**config.mk**
```make
export PLATFORM = sky130hd
export DESIGN_NAME = rst_seq_mgr
export DESIGN_NICKNAME = d
export VERILOG_FILES = /design/src/rtl/rst_seq_pkg.sv /design/src/rtl/rst_seq_mgr_sync.sv /design/src/rtl/rst_seq_mgr.sv
export SDC_FILE = /design/constraint.sdc
export NUM_CORES = 1
export LEC_CHECK = 0
export ABC_AREA = 1
export CORE_UTILIZATION = 35
export CTS_BUF_LIST = sky130_fd_sc_hd__clkbuf_4
export CTS_CLUSTER_DIAMETER = 120
export DETAILED_ROUTE_END_ITERATION = 12
export MAX_ROUTING_LAYER = met4
export PLACE_DENSITY = 0.59
export REMOVE_ABC_BUFFERS = 1
export SYNTH_ARGS = -nofsm -noshare
export SYNTH_HDL_FRONTEND = slang
export SYNTH_HIERARCHICAL = 1
export SYNTH_SLANG_ARGS = --single-unit
export TNS_END_PERCENT = 50
```
**constraint.sdc**
```tcl
create_clock -name clk -period 1.1 [get_ports clk]
set_input_delay 0.165 -clock clk [delete_from_list [all_inputs] [get_ports clk]]
set_output_delay 0.165 -clock clk [all_outputs]
set_load 0.005 [all_outputs]
```
**src/rtl/rst_seq_pkg.sv**
```systemverilog
// Shared types and helpers for the staggered reset sequencer.
package rst_seq_pkg;

  typedef enum logic [1:0] {
    HOLD    = 2'd0,
    RELEASE = 2'd1,
    RUN     = 2'd2
  } state_e;

  localparam logic [1:0] CAUSE_EXT = 2'b00;
  localparam logic [1:0] CAUSE_SW  = 2'b01;
  localparam logic [1:0] CAUSE_WDT = 2'b10;

  // Bits needed to hold max(a, b, 1).
  function automatic int cnt_w(input int a, input int b);
    int m;
    m = (a > b) ? a : b;
    if (m < 1) m = 1;
    return $clog2(m + 1);
  endfunction

endpackage

```
**src/rtl/rst_seq_mgr_sync.sv**
```systemverilog
// Reset synchroniser: asserts asynchronously, deasserts after two clk edges.
module rst_sync (
  input  logic clk,
  input  logic rst_in,
  output logic rst_out
);

  logic meta_q, sync_q;

  always_ff @(posedge clk or posedge rst_in) begin
    if (rst_in) begin
      meta_q <= 1'b1;
      sync_q <= 1'b1;
    end else begin
      meta_q <= 1'b0;
      sync_q <= meta_q;
    end
  end

  assign rst_out = sync_q;

endmodule

```
**src/rtl/rst_seq_mgr.sv**
```systemverilog
// Staggered multi-channel reset sequencer with software restart and cause log.
// Optional watchdog restart is compiled in with `define RST_SEQ_WDT_EN.
module rst_seq_mgr
  import rst_seq_pkg::*;
#(
  parameter int N_CH     = 3,
  parameter int HOLD_CYC = 65535,
  parameter int STAGGER  = 256,
  parameter int WDT_CYC  = 2**24
) (
  input  logic            clk,
  input  logic            reset,
  input  logic            sw_rst_req,
  input  logic            wdt_kick,
  output logic [N_CH-1:0] ch_rst,
  output logic            all_done,
  output logic [1:0]      rst_cause,
  output logic            wdt_fired
);

  localparam int CW = cnt_w(HOLD_CYC, STAGGER);
  localparam int IW = cnt_w(N_CH - 1, 1);
  localparam int WW = $clog2(WDT_CYC + 1);
  localparam logic [CW-1:0] HOLD_LD  = CW'(HOLD_CYC - 1);
  localparam logic [CW-1:0] STAG_LD  = CW'((STAGGER > 0) ? STAGGER - 1 : 0);
  localparam logic [IW-1:0] LAST_IDX = IW'(N_CH - 1);
  localparam bit ONE_SHOT = (N_CH == 1) || (STAGGER == 0);

  logic rst_s;

  state_e          state_q, state_d;
  logic [CW-1:0]   cnt_q, cnt_d;
  logic [IW-1:0]   idx_q, idx_d;
  logic [N_CH-1:0] ch_rst_q, ch_rst_d;
  logic            all_done_q, all_done_d;
  logic [1:0]      cause_q, cause_d;
  logic            wdt_fired_q, wdt_fired_d;
  logic            wdt_expire, restart, cnt_zero;

  rst_sync u_sync (
    .clk    (clk),
    .rst_in (reset),
    .rst_out(rst_s)
  );

  assign restart  = sw_rst_req | wdt_expire;
  assign cnt_zero = (cnt_q == '0);

  always_ff @(posedge clk or posedge rst_s) begin
    if (rst_s) begin
      state_q     <= HOLD;
      cnt_q       <= HOLD_LD;
      idx_q       <= '0;
      ch_rst_q    <= '1;
      all_done_q  <= 1'b0;
      cause_q     <= CAUSE_EXT;
      wdt_fired_q <= 1'b0;
    end else begin
      state_q     <= state_d;
      cnt_q       <= cnt_d;
      idx_q       <= idx_d;
      ch_rst_q    <= ch_rst_d;
      all_done_q  <= all_done_d;
      cause_q     <= cause_d;
      wdt_fired_q <= wdt_fired_d;
    end
  end

  always_comb begin
    state_d = state_q;
    cnt_d   = cnt_q;
    idx_d   = idx_q;
    if (restart) begin
      state_d = HOLD;
      cnt_d   = HOLD_LD;
      idx_d   = '0;
    end else begin
      case (state_q)
        HOLD: begin
          if (!cnt_zero) begin
            cnt_d = cnt_q - CW'(1);
          end else if (ONE_SHOT) begin
            state_d = RUN;
          end else begin
            state_d = RELEASE;
            cnt_d   = STAG_LD;
            idx_d   = IW'(1);
          end
        end
        RELEASE: begin
          if (!cnt_zero) begin
            cnt_d = cnt_q - CW'(1);
          end else if (idx_q == LAST_IDX) begin
            state_d = RUN;
          end else begin
            idx_d = idx_q + IW'(1);
            cnt_d = STAG_LD;
          end
        end
        RUN:     ;
        default: state_d = HOLD;
      endcase
    end
  end

  // Channels only ever drop here; the only way back up is a restart.
  always_comb begin
    ch_rst_d    = ch_rst_q;
    all_done_d  = (state_d == RUN);
    wdt_fired_d = wdt_expire;
    cause_d     = cause_q;
    if (sw_rst_req)      cause_d = CAUSE_SW;
    else if (wdt_expire) cause_d = CAUSE_WDT;
    if (restart) begin
      ch_rst_d = '1;
    end else if (cnt_zero) begin
      if (state_q == HOLD) begin
        ch_rst_d[0] = 1'b0;
        if (ONE_SHOT) ch_rst_d = '0;
      end else if (state_q == RELEASE) begin
        for (int k = 0; k < N_CH; k++)
          if (idx_q == IW'(k)) ch_rst_d[k] = 1'b0;
      end
    end
  end

`ifdef RST_SEQ_WDT_EN
  localparam logic [WW-1:0] WDT_LD = WW'(WDT_CYC - 1);

  logic [WW-1:0] wdt_q, wdt_d;

  // A kick on the expiry cycle wins and the watchdog simply reloads.
  assign wdt_expire = (state_q == RUN) && (wdt_q == '0) && !wdt_kick;

  always_comb begin
    wdt_d = wdt_q;
    if (state_q != RUN && state_d == RUN) wdt_d = WDT_LD;
    else if (state_q == RUN) begin
      if (wdt_kick)          wdt_d = WDT_LD;
      else if (wdt_q != '0)  wdt_d = wdt_q - WW'(1);
    end
  end

  always_ff @(posedge clk or posedge rst_s) begin
    if (rst_s) wdt_q <= WDT_LD;
    else       wdt_q <= wdt_d;
  end
`else
  logic [WW-1:0] unused_wdt;

  assign wdt_expire = 1'b0;
  assign unused_wdt = WW'(WDT_CYC) ^ {WW{wdt_kick}};
`endif

  assign ch_rst    = ch_rst_q;
  assign all_done  = all_done_q;
  assign rst_cause = cause_q;
  assign wdt_fired = wdt_fired_q;

endmodule
```
# Word level (Yosys, flattened, before mapping)
# Cells that the tools add are included.
dict set report totals {
  register_bits 27
  input_bits 4
  out_inout_bits 7
}
dict set report classes {
  add_sub_neg 2
  eq_ne 10
  mux 23
  reduce_logical 14
}
# op n
set ops {}
lappend ops {{two-way mux 16 bit} 4}
lappend ops {{one-hot mux 16 bit (2 select lines)} 1}
lappend ops {{two-way mux 2 bit} 9}
lappend ops {{zero test 16 bit} 1}
lappend ops {{subtractor 16 x 1 -> 16 bit, second input constant} 1}
lappend ops {{AND reduction 4 bit} 3}
lappend ops {{two-way mux 3 bit} 3}
lappend ops {{inequality test 3 bit, second input constant} 3}
lappend ops {{nonzero test 2 bit} 4}
lappend ops {{== test 2 bit, second input constant} 3}
lappend ops {{one-hot mux 2 bit (3 select lines)} 1}
lappend ops {{nonzero test 3 bit} 2}
lappend ops {{== test 2 x 1 -> 1 bit, second input constant} 2}
lappend ops {{zero test 2 bit} 2}
lappend ops {{two-way mux 1 bit} 4}
lappend ops {{inequality test 4 bit, second input constant} 1}
lappend ops {{one-hot mux 2 bit (2 select lines)} 1}
lappend ops {{AND reduction 3 bit} 1}
lappend ops {{adder 2 x 1 -> 2 bit, second input constant} 1}
lappend ops {{inequality test 2 bit, second input constant} 1}
lappend ops {{AND reduction 2 bit} 1}

# Logic depth before layout (Yosys ltp)
# Gate-level depths: netlist (run 1).
dict set report depth {
  ltp_word 6
  mapped_depth 11
}

# Cells and area by module
# The synthesis (run 1) kept the hierarchy.
# mod instances cells_per_inst area_per_inst_um2 seq_area_each_um2
set by_module_without_submodules {}
lappend by_module_without_submodules {rst_seq_mgr 1 235 1656.6 648.1}
lappend by_module_without_submodules {rst_sync 1 4 60.1 52.6}

# Worst setup path after synthesis (run 1)
# No wires, ideal clock.
dict set report synth_path {
  path_type {register to register}
  start {reg cnt_q[0]}
  end {reg idx_q[1]}
  setup_time_ps 117
  arrival_ps 1513
  setup_slack_ps -530
  path_stages_with_launch 11
  path_buffers 1
  synth_period_minus_slack_ps 1630
  path_cell_list {dfrtp_1 inv_1 ha_1 nand3_2 nor2_8 nand3_4 nand2_4 nand2_4 buf_6 nand3b_1 nand2_1}
}
dict set report synth_between {
  elab_chain_len 3
  word_cells_on_any_way 4
}
# item line_no
set synth_lines {}
lappend synth_lines {{start, declared} rst_seq_mgr.sv:32} ;# logic [CW-1:0] cnt_q, cnt_d;
lappend synth_lines {{start signal, assigned} rst_seq_mgr.sv:60} ;# cnt_q <= cnt_d;
lappend synth_lines {{zero test 16 bit (*)} rst_seq_mgr.sv:47} ;# assign cnt_zero = (cnt_q == '0);
lappend synth_lines {{inequality test 3 bit (no source line)} -}
lappend synth_lines {{AND reduction 4 bit (no source line) (*)} -}
lappend synth_lines {{end signal, assigned} rst_seq_mgr.sv:61} ;# idx_q <= idx_d;
lappend synth_lines {{end, declared} rst_seq_mgr.sv:33} ;# logic [IW-1:0] idx_q, idx_d;
# Every way passes the cells marked *; elsewhere a longest branch is shown, timed or not.
# A chain may end at the register's enable or synchronous reset.

# Worst setup path in the final report (run 1)
dict set report layout_path {
  start {reg cnt_q[1]}
  end {reg ch_rst_q[1], in the netlist ch_rst[1]}
}
dict set report layout_between {
  elab_chain_len 3
}
# item line_no
set layout_lines {}
lappend layout_lines {{zero test 16 bit} rst_seq_mgr.sv:47}
lappend layout_lines {{nonzero test 2 bit (no source line)} -}
lappend layout_lines {{AND reduction 4 bit (no source line)} -}
lappend layout_lines {{end signal, assigned} rst_seq_mgr.sv:62} ;# ch_rst_q <= ch_rst_d;
lappend layout_lines {{end, declared} rst_seq_mgr.sv:34} ;# logic [N_CH-1:0] ch_rst_q, ch_rst_d;
# Every way passes these cells.

==> impl_metrics.env, run 1 <==
export IMPL_status="finished, violations left"
export IMPL_violations="setup timing"
export IMPL_fin_ws_ns=-0.424
export IMPL_syn_to_final_growth_pct=35.9
export IMPL_wl_met2_um=1950
export IMPL_hp_class="in -> async"
export IMPL_finalSetupViolCount=27
export IMPL_n_antenna_cell=0
export IMPL_die_h_um=72.0
export IMPL_cp_slowest_stage_delay_ns=0.57
export IMPL_ctsRootBufferMaster="clkbuf_4"
export IMPL_viasPerCell=4.44
export IMPL_p_per_area_mw_per_mm2=721
export IMPL_nNetsFinal=300
export IMPL_multi_input_area_um2=951
export IMPL_max_vdd_ir_drop_v=0.000558
export IMPL_firstDrtPassIters=4
export IMPL_antenna_found_initial=0
export IMPL_post_route_min_period_ns=1.52
export IMPL_synth_area_mm2=0.00172
export IMPL_seq_area_um2=701
export IMPL_layout_drive_gt1_share=0.388
export IMPL_wl_per_cell_um=10.8
export IMPL_htree_levels=1
export IMPL_ant_nets=0
export IMPL_dieArea_mm2=0.00519
export IMPL_cp_start_kind="flop"
export IMPL_wl_met3_um=100
export IMPL_n_fill_cell=473
export IMPL_crit_type="reg -> reg"
export IMPL_cts_tree="yes"
export IMPL_wl_um=3870
export IMPL_die_w_um=72.0
export IMPL_p_leak_nw=1.16
export IMPL_clk_pin_slew_ns=0.17
export IMPL_top_layer_used="met4"
export IMPL_grt_ovfl_total=0
export IMPL_hold_ws_ns=0.111
export IMPL_dpl_hpwl_um=2920
export IMPL_drc=0
export IMPL_synth_distinct_cells=30
export IMPL_required_ns=1.39
export IMPL_wl_met1_um=1810
export IMPL_cts_buffers=3
export IMPL_setup_tns_ns=-9.56
export IMPL_ios=11
export IMPL_numPortBuffers=7
export IMPL_synth_seq_cells=27
export IMPL_dr_first_iter_drc_count=66
export IMPL_cts_buffer_depth=2
export IMPL_rsz0062_at_grt="yes"
export IMPL_insertion_delay_ns=0.34
export IMPL_finalCritPeriodShare=1.39
export IMPL_fmax_ghz=0.656
export IMPL_cp_max_fo=8
export IMPL_start_util=0.363
export IMPL_endpoint_kind="flop"
export IMPL_yosysWarnings=6
export IMPL_grtUsageTotal=0.173
export IMPL_clkSinkCount=27
export IMPL_postSynthAreaPerCell_um2=7.18
export IMPL_seq_area_frac_synth=0.408
export IMPL_synthCells=239
export IMPL_grt_pass1_wl_um=6940
export IMPL_cp_slowest_cell="dfstp_2"
export IMPL_vias=1588
export IMPL_core_area_mm2=0.00472
export IMPL_row_count=25
export IMPL_cp_data_arrival_time_ns=1.81
export IMPL_grt_pass1_vias=1534
export IMPL_worstPathCellList="inv_2 -> ha_4 -> nand3_4 -> nor2_8 -> buf_12 -> nand3_4 -> inv_2 -> buf_4 -> a31oi_4"
export IMPL_slew_violations=0
export IMPL_skew_ns=0.0157
export IMPL_finalHoldViolations=0
export IMPL_grt_max_degree=18
export IMPL_drv_cap=0
export IMPL_gp_congestion=0.865
final timing paths:
path	startpoint	endpoint	slack, ns	cells after the start
max	cnt_q[1]	ch_rst[1]	-0.42	9
min	reset	u_sync/meta_q	0.11	2
max reg2reg	cnt_q[1]	ch_rst[1]	-0.42	9
min reg2reg	u_sync/rst_out	rst_cause[0]	0.27	2
max in group asynchronous	u_sync/rst_out	cnt_q[11]	0.59	2
min in group clk	u_sync/meta_q	u_sync/rst_out	0.37	0
cells in the mapped netlist (all sizes together):
master / instances / area (µm²)
o21bai: 1 / 7.51
nand2: 88 / 348
dfrtp: 7 / 175
o21ai: 14 / 85.1
ha: 4 / 50.1
inv: 31 / 116
nand3: 23 / 138
nor2: 26 / 114
a21oi: 6 / 30.0
clkinv: 2 / 8.75
or2: 2 / 12.5
buf: 6 / 53.8
nand3b: 1 / 7.51
a31oi: 1 / 6.26
conb: 2 / 7.51
xor2: 1 / 8.76
clkbuf: 1 / 3.75
nand4: 3 / 18.8
dfstp: 20 / 526
per-layer routing:
layer,global-route usage,vias up
li1,-,842
met1,0.215,716
met2,0.303,28
met3,0.0292,2
met4,0.0261,0
met5,-,-
cell usage in the layout, fill, tap and decap left out, types with 2 or more instances in the layout:
master,n
or2_2,2
o21ai_1,3
dfrtp_1,7
clkdlybuf4s50_1,2
o21ai_2,7
nand3_4,3
nand3_1,19
clkbuf_2,2
o21ai_0,4
nor2_4,2
dfstp_2,20
conb_1,3
inv_1,26
buf_6,4
clkbuf_4,3
nand2_1,82
nor2_1,21
buf_4,43
nor2_2,2
nand2_2,4
inv_2,5
a21oi_2,5
ha_1,3
nand4_1,3
cells by family (layout without fill, tap and decap cells):
| kind of cell | after synthesis | in the layout | synth area share |
|---|---|---|---|
| adder cells (fa/ha/maj) | 4 | 4 | 0.0292 |
| buffers and inverters | 40 | 91 | 0.106 |
| XOR/XNOR | 1 | 1 | 0.00510 |
| AND/OR/NAND/NOR | 143 | 143 | 0.372 |
| other | 2 | 3 | 0.00437 |
| flip-flops | 27 | 27 | 0.408 |
| AO/OA/AOI/OAI | 22 | 22 | 0.0751 |
timing repair:
| action | 4_1_cts | 5_1_grt |
|---|---|---|
| hold buffers | 0 | 0 |
| pin swaps | 8 | 5 |
| endpoints found under the setup margin | 29 | 29 |
| buffers inserted | 2 | 1 |
| resized for setup | 39 | 15 |
| gates cloned | 0 | 0 |
power breakdown:
group | internal, mW | switching [mW] | total, mW
registers | 1.02 | 0.00869 | 1.03
logic | 0.0741 | 0.0923 | 0.166
clock network | 0.149 | 0.334 | 0.483
through the flow:
stage | power (mW) | utilization | instances | setup slack, ns | cell area (µm²)
floorplan | 1.12 | - | 233 | -0.570 | 1660
global placement | 1.20 | 0.455 | 351 | -0.466 | 2150
detailed placement | 1.20 | 0.455 | 351 | -0.498 | 2150
CTS | 1.71 | 0.479 | 357 | -0.406 | 2260
global route | 1.77 | 0.494 | 358 | -0.543 | 2330
finish | 1.68 | 0.494 | 358 | -0.424 | 2330
sequential cells by signal, indices dropped and copies added, names as in the netlist:
| signal | cells |
|---|---|
| all_done | 1 |
| ch_rst | 3 |
| cnt_q | 16 |
| idx_q | 2 |
| rst_cause | 1 |
| state_q | 2 |
| u_sync/meta_q | 1 |
| u_sync/rst_out | 1 |
layout make-up:
class,count,area share
multi-input cells,173,0.408
flip-flops and latches,27,0.300
clock buffers,3,0.00965
clock inverters,1,0.00375
inverters,33,0.0552
well taps,67,0.0359
repair buffers,54,0.188
worst max-delay path: cells and delay by family (launching register included):
family          cells  cell delay (ns)
flops               1             0.57
simple gates        3             0.27
compound gates      1             0.11
fa+ha+maj           1             0.15
buf+inv             4             0.37
(Power assumes the default switching activity.)
==> inputs of run 2 (changes only) <==
--- a/config.mk
+++ b/config.mk
@@ -6,12 +6,12 @@
 export NUM_CORES = 1
 export LEC_CHECK = 0
 export ABC_AREA = 1
-export CORE_UTILIZATION = 35
+export CORE_UTILIZATION = 40
 export CTS_BUF_LIST = sky130_fd_sc_hd__clkbuf_4
 export CTS_CLUSTER_DIAMETER = 120
 export DETAILED_ROUTE_END_ITERATION = 12
 export MAX_ROUTING_LAYER = met4
-export PLACE_DENSITY = 0.59
+export PLACE_DENSITY = 0.65
 export REMOVE_ABC_BUFFERS = 1
 export SYNTH_ARGS = -nofsm -noshare
 export SYNTH_HDL_FRONTEND = slang
==> impl_metrics.env, run 2 (same netlist as run 1, synthesis figures left out) <==
export IMPL_status="finished, violations left"
export IMPL_violations="setup timing"
export IMPL_grtUsageTotal=0.211
export IMPL_htree_levels=1
export IMPL_cp_common_cell="nand3_4"
export IMPL_endpoint_kind="flop"
export IMPL_drc=0
export IMPL_clk_pin_slew_ns=0.16
export IMPL_r2r_start="cnt_q[0]"
export IMPL_row_count=23
export IMPL_fin_ws_ns=-0.410
export IMPL_cp_start_kind="flop"
export IMPL_viasPerCell=4.73
export IMPL_largest_reg_flops=16
export IMPL_wl_per_cell_um=12.3
export IMPL_crit_type="reg -> reg"
export IMPL_cpLargestDelayFamily="simple AND/OR/NAND/NOR gates"
export IMPL_multi_input_area_um2=982
export IMPL_hold_ws_ns=0.107
export IMPL_wl_met3_um=91
export IMPL_numPortBuffers=7
export IMPL_seq_area_um2=701
export IMPL_final_cell_mix="nand2_1 (74), buf_4 (43), inv_1 (26)"
export IMPL_cts_tree="yes"
export IMPL_grt_max_degree=18
export IMPL_dieArea_mm2=0.00456
export IMPL_pre_cts_ws_ns=-0.492
export IMPL_n_antenna_cell=0
export IMPL_cts_hold_buf=0
export IMPL_cp_slowest_cell="dfrtp_1"
export IMPL_dpl_hpwl_um=2990
export IMPL_cts_buffer_depth=2
export IMPL_core_area_mm2=0.00406
export IMPL_drv_cap=0
export IMPL_cts_buffers=3
export IMPL_critPathBufInv=2
export IMPL_ctsRootBufferMaster="clkbuf_4"
export IMPL_p_leak_nw=1.15
export IMPL_p_per_area_mw_per_mm2=732
export IMPL_nNetsFinal=299
export IMPL_ant_nets=0
export IMPL_firstDrtPassIters=4
export IMPL_top_layer_used="met4"
export IMPL_grt_ovfl_total=0
export IMPL_slew_violations=0
export IMPL_cp_slowest_stage_delay_ns=0.43
export IMPL_ios=11
export IMPL_finalSetupViolCount=27
export IMPL_cp_max_fo=13
export IMPL_mostFrequentLayoutCell="nand2_1"
export IMPL_rsz0062_at_grt="yes"
export IMPL_die_w_um=67.5
export IMPL_grt_pass1_vias=1588
export IMPL_hp_class="in -> async"
export IMPL_finalCritPeriodShare=1.37
export IMPL_setup_tns_ns=-8.49
export IMPL_die_h_um=67.5
export IMPL_top_register="cnt_q"
export IMPL_antenna_found_initial=0
export IMPL_crit_start="cnt_q[0]"
export IMPL_wl_met2_um=2190
export IMPL_post_route_min_period_ns=1.51
export IMPL_vias=1607
export IMPL_syn_to_final_growth_pct=35.9
export IMPL_worstPathCellList="inv_2 -> ha_4 -> nand3_4 -> nor2_8 -> nand3_4 -> nand2_4 -> nand2_8 -> buf_12 -> nand2_2 -> o21ai_2"
export IMPL_layout_drive_gt1_share=0.424
export IMPL_max_vdd_ir_drop_v=0.000471
export IMPL_wl_um=4170
export IMPL_n_fill_cell=362
export IMPL_finalHoldViolations=0
export IMPL_cp_data_arrival_time_ns=1.77
export IMPL_start_util=0.423
export IMPL_skew_ns=0.00637
export IMPL_clkSinkCount=27
export IMPL_insertion_delay_ns=0.34
export IMPL_dr_first_iter_drc_count=63
export IMPL_required_ns=1.36
export IMPL_wl_met1_um=1850
export IMPL_gp_congestion=0.904
export IMPL_grt_pass1_wl_um=6940
export IMPL_fmax_ghz=0.662
-- run 2: cell count changes in the layout (fill, tap and decap cells not counted), moves of 3 or more --
cell / change
nand2_1: -8
nor2_2: +3
nor2_1: -3
nand2_2: +8
-- run 2: what timing repair did --
action / 4_1_cts / 5_1_grt
buffers inserted: 0 / 1
pin swaps: 11 / 3
endpoints found under the setup margin: 29 / 29
gates resized for setup: 40 / 26
-- run 2: path summary, 6_finish.rpt --
check,end,slack [ns],cells after the start
worst max-delay path,cnt_q[0],-0.41,10
worst min-delay path,u_sync/rst_out,0.11,2
worst max register to register,cnt_q[0],-0.41,10
worst min register to register,cnt_q[0],0.27,2
max in group asynchronous,cnt_q[13],0.55,2
min in group clk,u_sync/rst_out,0.37,0
-- run 2: final cells by class --
type | instances | area share
tap | 50 | 0.0268
clock buffer | 3 | 0.00966
inverter | 33 | 0.0553
sequential | 27 | 0.300
multi-input combinational | 173 | 0.421
timing repair buffer | 53 | 0.183
clock inverter | 1 | 0.00376
-- run 2: power breakdown --
group / internal [mW] / leakage (nW) / switching (mW) / total, mW
sequential: 1.02 / 0.302 / 0.00950 / 1.03
clock: 0.149 / 0.0183 / 0.332 / 0.481
combinational: 0.0895 / 0.829 / 0.103 / 0.193
-- run 2: worst register-to-register path, delay by kind of cell (launching register included) --
kind,cells,cell delay (ns)
flops,1,0.43
buf+inv,2,0.24
simple gates,6,0.57
compound gates,1,0.04
fa+ha+maj,1,0.14
-- run 2: through the flow --
step | utilization | area, µm² | power, mW | std cells
3_5_place_dp | 0.529 | 2150 | 1.20 | 335
3_3_place_gp | 0.529 | 2150 | 1.20 | 335
5_1_grt | 0.575 | 2330 | 1.78 | 340
2_1_floorplan | - | 1660 | 1.12 | 233
6_report | 0.575 | 2330 | 1.71 | 340
4_1_cts | 0.551 | 2240 | 1.71 | 339
-- run 2: per-layer routing --
| metal | up-vias | GRT usage |
|---|---|---|
| li1 | 838 | - |
| met1 | 742 | 0.242 |
| met5 | - | - |
| met4 | 0 | 0.0479 |
| met3 | 4 | 0.0473 |
| met2 | 23 | 0.371 |
==> inputs of run 3 (changes only) <==
--- a/config.mk
+++ b/config.mk
@@ -6,6 +6,7 @@
 export NUM_CORES = 1
 export LEC_CHECK = 0
 export ABC_AREA = 1
+export CAP_MARGIN = 20
 export CORE_UTILIZATION = 40
 export CTS_BUF_LIST = sky130_fd_sc_hd__clkbuf_4
 export CTS_CLUSTER_DIAMETER = 120
==> results of run 3 <==
Same layout as run 2: the final DEF is identical, and so are final timing and power.
